### src/rtl/div_pkg.sv
// rtl/div_pkg.sv - shared state encoding and sizing for the multi-cycle divider
package div_pkg;

  localparam int DIV_WIDTH = 32;
  localparam int DIV_CNT_W = $clog2(DIV_WIDTH + 1);

  typedef enum logic [1:0] {
    FREE   = 2'd0,
    BYZERO = 2'd1,
    ON     = 2'd2,
    END    = 2'd3
  } div_state_e;

endpackage

### src/rtl/div_step.sv
// rtl/div_step.sv - one combinational restoring-division step
// Shifts the next dividend bit into the partial remainder and subtracts the divisor if it fits.
module div_step
  import div_pkg::*;
#(
  parameter int WIDTH = DIV_WIDTH
) (
  input  logic [WIDTH-1:0] part_rem,
  input  logic             dividend_bit,
  input  logic [WIDTH-1:0] divisor,
  output logic [WIDTH-1:0] next_rem,
  output logic             q_bit
);

  logic [WIDTH:0] shifted;
  logic [WIDTH:0] diff;

  assign shifted = {part_rem, dividend_bit};
  assign diff    = shifted - {1'b0, divisor};

  // part_rem < divisor always holds, so a borrow shows up in the top bit of diff
  assign q_bit    = ~diff[WIDTH];
  assign next_rem = q_bit ? diff[WIDTH-1:0] : shifted[WIDTH-1:0];

endmodule

### src/rtl/div_engine.sv
// rtl/div_engine.sv - multi-cycle signed/unsigned restoring divider producing {hi, lo}
// Optional macro DIV_EARLY_TERM_EN: short-circuit |dividend| < |divisor| in two edges.
module div_engine
  import div_pkg::*;
#(
  parameter int WIDTH = DIV_WIDTH
) (
  input  logic               clk,
  input  logic               rst,
  input  logic               signed_div_i,
  input  logic [WIDTH-1:0]   opdata1_i,
  input  logic [WIDTH-1:0]   opdata2_i,
  input  logic               start_i,
  input  logic               annul_i,
  output logic [2*WIDTH-1:0] result_o,
  output logic               ready_o
);

  localparam int CW = $clog2(WIDTH + 1);

  div_state_e       state;
  logic [CW-1:0]    cnt;
  logic [WIDTH-1:0] rem;
  logic [WIDTH-1:0] dend;
  logic [WIDTH-1:0] dvsr;
  logic             sign1;
  logic             sign2;
  logic             early;

  logic [WIDTH-1:0] abs1;
  logic [WIDTH-1:0] abs2;
  logic             neg1;
  logic             neg2;
  logic             early_hit;
  logic             div_zero;

  logic [WIDTH-1:0] step_rem;
  logic             step_q;
  logic [WIDTH-1:0] q_next;
  logic [WIDTH-1:0] final_q;
  logic [WIDTH-1:0] final_r;
  logic [WIDTH-1:0] early_r;

  assign neg1     = signed_div_i & opdata1_i[WIDTH-1];
  assign neg2     = signed_div_i & opdata2_i[WIDTH-1];
  assign abs1     = neg1 ? (~opdata1_i + 1'b1) : opdata1_i;
  assign abs2     = neg2 ? (~opdata2_i + 1'b1) : opdata2_i;
  assign div_zero = (opdata2_i == '0);

`ifdef DIV_EARLY_TERM_EN
  assign early_hit = !div_zero && (abs1 < abs2);
`else
  assign early_hit = 1'b0;
`endif

  div_step #(
    .WIDTH(WIDTH)
  ) u_step (
    .part_rem    (rem),
    .dividend_bit(dend[WIDTH-1]),
    .divisor     (dvsr),
    .next_rem    (step_rem),
    .q_bit       (step_q)
  );

  // dend doubles as the quotient shift register: dividend bits leave the top, quotient bits enter the bottom
  assign q_next  = {dend[WIDTH-2:0], step_q};
  assign final_q = (sign1 ^ sign2) ? (~q_next + 1'b1) : q_next;
  assign final_r = sign1 ? (~step_rem + 1'b1) : step_rem;
  assign early_r = sign1 ? (~dend + 1'b1) : dend;

  always_ff @(posedge clk or posedge rst) begin
    if (rst) begin
      state    <= FREE;
      cnt      <= '0;
      rem      <= '0;
      dend     <= '0;
      dvsr     <= '0;
      sign1    <= 1'b0;
      sign2    <= 1'b0;
      early    <= 1'b0;
      result_o <= '0;
      ready_o  <= 1'b0;
    end else begin
      case (state)
        FREE: begin
          ready_o  <= 1'b0;
          result_o <= '0;
          if (start_i && !annul_i) begin
            dend  <= abs1;
            dvsr  <= abs2;
            rem   <= '0;
            cnt   <= '0;
            sign1 <= neg1;
            sign2 <= neg2;
            early <= early_hit;
            // early termination reuses the one-cycle BYZERO path, with a non-zero result
            if (div_zero || early_hit) begin
              state <= BYZERO;
            end else begin
              state <= ON;
            end
          end
        end

        BYZERO: begin
          if (annul_i) begin
            state <= FREE;
          end else begin
            state    <= END;
            ready_o  <= 1'b1;
            result_o <= early ? {early_r, {WIDTH{1'b0}}} : '0;
          end
        end

        ON: begin
          if (annul_i) begin
            state <= FREE;
          end else begin
            rem  <= step_rem;
            dend <= q_next;
            cnt  <= cnt + 1'b1;
            if (cnt == CW'(WIDTH - 1)) begin
              state    <= END;
              ready_o  <= 1'b1;
              result_o <= {final_r, final_q};
            end
          end
        end

        END: begin
          if (!start_i || annul_i) begin
            state    <= FREE;
            ready_o  <= 1'b0;
            result_o <= '0;
          end
        end

        default: begin
          state    <= FREE;
          ready_o  <= 1'b0;
          result_o <= '0;
        end
      endcase
    end
  end

endmodule

### config.mk
export PLATFORM = sky130hd
export DESIGN_NAME = div_engine
export DESIGN_NICKNAME = d
export VERILOG_FILES = /design/src/rtl/div_pkg.sv /design/src/rtl/div_step.sv /design/src/rtl/div_engine.sv
export SDC_FILE = /design/constraint.sdc
export NUM_CORES = 1
export LEC_CHECK = 0
export CORE_UTILIZATION = 45
export DETAILED_ROUTE_END_ITERATION = 8
export GPL_TIMING_DRIVEN = 0
export PLACE_DENSITY_LB_ADDON = 0.25
export SETUP_SLACK_MARGIN = 0.05
export SLEW_MARGIN = 10
export SYNTH_ARGS = -nofsm -noshare
export SYNTH_HDL_FRONTEND = slang
export SYNTH_SLANG_ARGS = --single-unit
### constraint.sdc
create_clock -name clk -period 5.7 [get_ports clk]
set_input_delay 0.57 -clock clk [delete_from_list [all_inputs] [get_ports clk]]
set_output_delay 0.57 -clock clk [all_outputs]
set_load 0.005 [all_outputs]
==> results.cfg <==
[grt]
grt_overflow = 0
grt_max_degree = 92
grt_usage_pct = 28.8
grt_pass1_wl_um = 63800
first_global_vias = 11500
grt_antenna_before_repair = 0

[drt]
vias = 12300
vias_per_cell = 5.94
first_iter_violations = 1245
drcViolationCount = 0
firstDrtPassIters = 7
drtAntennaViolNets = 0
wire_per_inst_um = 19.6
wirelength_um = 40400

[synthesis]
ys_dominant_reg_cell = dfrtp_1
syn_nets = 1637
synth_cells = 1525
synth.avg_cell_area_um2 = 8.21
yosys.area.top_type = dfrtp_1
ys_async_sr_fraction_pct = 100
syn_area_um2 = 12500
synth-seq-cells = 171
synth_area_leaders = dfrtp_1 (34%), o21ai_0 (6.5%), nand2_1 (6.1%)
yosys.area.top_type_share_pct = 34.2
yosysSeqAreaShare_pct = 34.2
yosysWarnings = 0
synth_cell_types = 96
synth_edf_count = 0

[worst_setup_path]
r2r_end = result_o[56]
required_ns = 6.07
r2r_setup_slack_ns = 0.31
reg2reg_from = dend[31]
crit_chain = inv_1 > ha_1 > inv_1 > fa_1 > a21o_1 > o2bb2ai_2 > o21a_2 > o21ai_4 > nand4_4 > nand2_4 > clkbuf_4 > mux2i_2 > ha_1 > nor3b_4 > nor2_1 > a22o_1 > o31ai_2 > o211ai_1 > o21a_1 > a2111o_1 > o211ai_1
start_kind = register
r2r_cells = 21
cp_slowest_cell = dfrtp_1
cp.arrival_ns = 5.76
cp_max_fo = 10
worst_path_largest_cell_delay_ns = 0.41
crit_path_end_kind = register
critPathKind = reg -> reg

[power_and_ir_drop]
intPower_uw = 3900
pwr_density_cell_nw_per_um2 = 513
clockPowerShare_pct = 15.4
power_uw = 7690
p_sw_uw = 3790
switching_share_pct = 49.3
p_leak_uw = 0.00614
power_frac_seq_pct = 25.4
ir_worst_vdd_uv = 217
pwr-share-comb_pct = 59.2

[timing]
finalSetupViolCount = 0
rsz0062_at_grt = false
slew_violations = 0
tightestPinTransition_ns = 1.28
slew_headroom_pct = 13.8
finalCritPeriodShare_pct = 94.6
hold_viol = 0
clock_skew_ns = 0.0170
period_needed_ns = 5.39
fmax_mhz = 185
hold_slack_ns = 0.480

[finish]
final_core_util_pct = 55.3
diodes = 0
nFillCells = 2554
most-common-layout-cells = nand2_1 (203), dfrtp_1 (171), o21ai_0 (163), clkdlybuf4s50_1 (133), a21oi_1 (109)
drive_above_1_share_pct = 5.91
area_growth_pct = 19.7
layout.nets = 1791
final_common_cell = nand2_1

[clock_tree]
clkTransAtPathRegs_ns = 0.08
htree_levels = 4
cts_max_path_buffers = 2
clock-sinks = 171
cts_buffers = 17
cts_tree = yes
clock-root-buffer = clkbuf_16
clock_latency_ns = 0.44

[floorplan]
pin_count = 134
die_x_um = 169
start_util_pct = 46.2
die-area_um2 = 28500
core-area_um2 = 27100
row_count = 60
die_y_um = 169

[placement]
portBuffers = 133
globalplace.congestion = 0.947
dp_hpwl_um = 31400

[worst_hold_path]
hold_start = result_o[50]
min_delay_worst_endpoint = result_o[50]
min_path_type = reg -> reg
hold_depth = 2

[status]
outcome = finished, final reports clean

[flow_run]
max_cap_viol_count = 0
cell families after synthesis:
kind of cell / Yosys count / synth area share, %
AO/OA/AOI/OAI: 491 / 25.3
AND/OR/NAND/NOR: 512 / 19.9
buffers and inverters: 147 / 4.70
multiplexers: 26 / 2.09
flip-flops: 171 / 34.2
XOR/XNOR: 135 / 9.50
adder cells (fa/ha/maj): 43 / 4.35
worst max path at each step:
stage / to / startpoint / slack (ns)
2_1_floorplan: cnt[0] / rst / 0.50
3_3_place_gp: rem[25] / rst / -1.85
3_5_place_dp: result_o[60] / dend[31] / -0.21
4_1_cts: result_o[60] / dend[31] / 0.05
5_1_grt: result_o[60] / dend[31] / 0.06
6_report: result_o[56] / dend[31] / 0.31
what timing repair did:
item,in CTS,in global routing
hold buffers,0,0
setup endpoints to repair,6,13
resized for setup,2,6
pin swaps,0,1
setup buffers,0,2
worst max-delay path, delay by kind of cell (launching register included):
kind | cells | cell delay, ns
AND/OR/NAND/NOR | 4 | 0.80
flip-flops | 1 | 0.41
AO/OA/AOI/OAI | 10 | 2.58
multiplexers | 1 | 0.30
adder cells (fa/ha/maj) | 3 | 0.81
buffers and inverters | 3 | 0.42
sequential cells by signal (all words and copies together), names as in the netlist:
signal    cells
dend         32
sign2         1
ready_o       1
sign1         1
state         2
result_o     64
rem          32
cnt           6
dvsr         32
area by class of cell:
type	instances	area, µm²	share of cell area [%]
buffer	84	358	2.39
inverter	62	240	1.60
multi-input combinational	1207	7690	51.3
sequential	171	4280	28.5
clock buffer	17	425	2.84
timing repair buffer	136	1370	9.16
tap	372	465	3.10
clock inverter	15	166	1.11
metrics by stage:
stage | worst slack, ns | TNS [ns] | cells | cell area (µm²)
after floorplan | 0.498 | 0 | 1525 | 12500
after global placement | -1.85 | -314.13 | 2030 | 14300
after detailed placement | -0.206 | -0.424 | 2031 | 14400
after CTS | 0.0521 | 0 | 2063 | 15000
after global routing | 0.0563 | 0 | 2064 | 15000
final | 0.308 | 0 | 2064 | 15000
synthesized netlist by cell type, drive strengths merged (15+ instances only):
| master | n |
|---|---|
| nand4 | 15 |
| a211oi | 15 |
| xnor2 | 77 |
| o21ai | 177 |
| nor2 | 100 |
| a21oi | 114 |
| nor3 | 29 |
| buf | 21 |
| nor4 | 20 |
| inv | 61 |
| o31ai | 32 |
| nand3 | 25 |
| a31oi | 19 |
| xor2 | 58 |
| nand2 | 206 |
| dfrtp | 171 |
| mux2i | 25 |
| ha | 42 |
| and3 | 15 |
| clkbuf | 64 |
| o22ai | 21 |
layer usage:
layer  global-route usage [%]  up-vias  part of all wire, %
met3                     4.21       65                  7.0
met2                     44.2      501                   45
met1                     41.7     5873                   46
met4                     9.05        0                  2.5
met5                        0        -                    0
li1                         -     5824                    -
power groups by stage:
stage	registers, µW	logic, µW	clock network (µW)
2_1_floorplan	1870	3010	0
5_1_grt	2000	4980	1240
3_5_place_dp	1960	4370	0
6_report	1950	4560	1180
4_1_cts	1940	4420	1190
3_3_place_gp	1950	4310	0
Power figures use the tool's default switching activity.
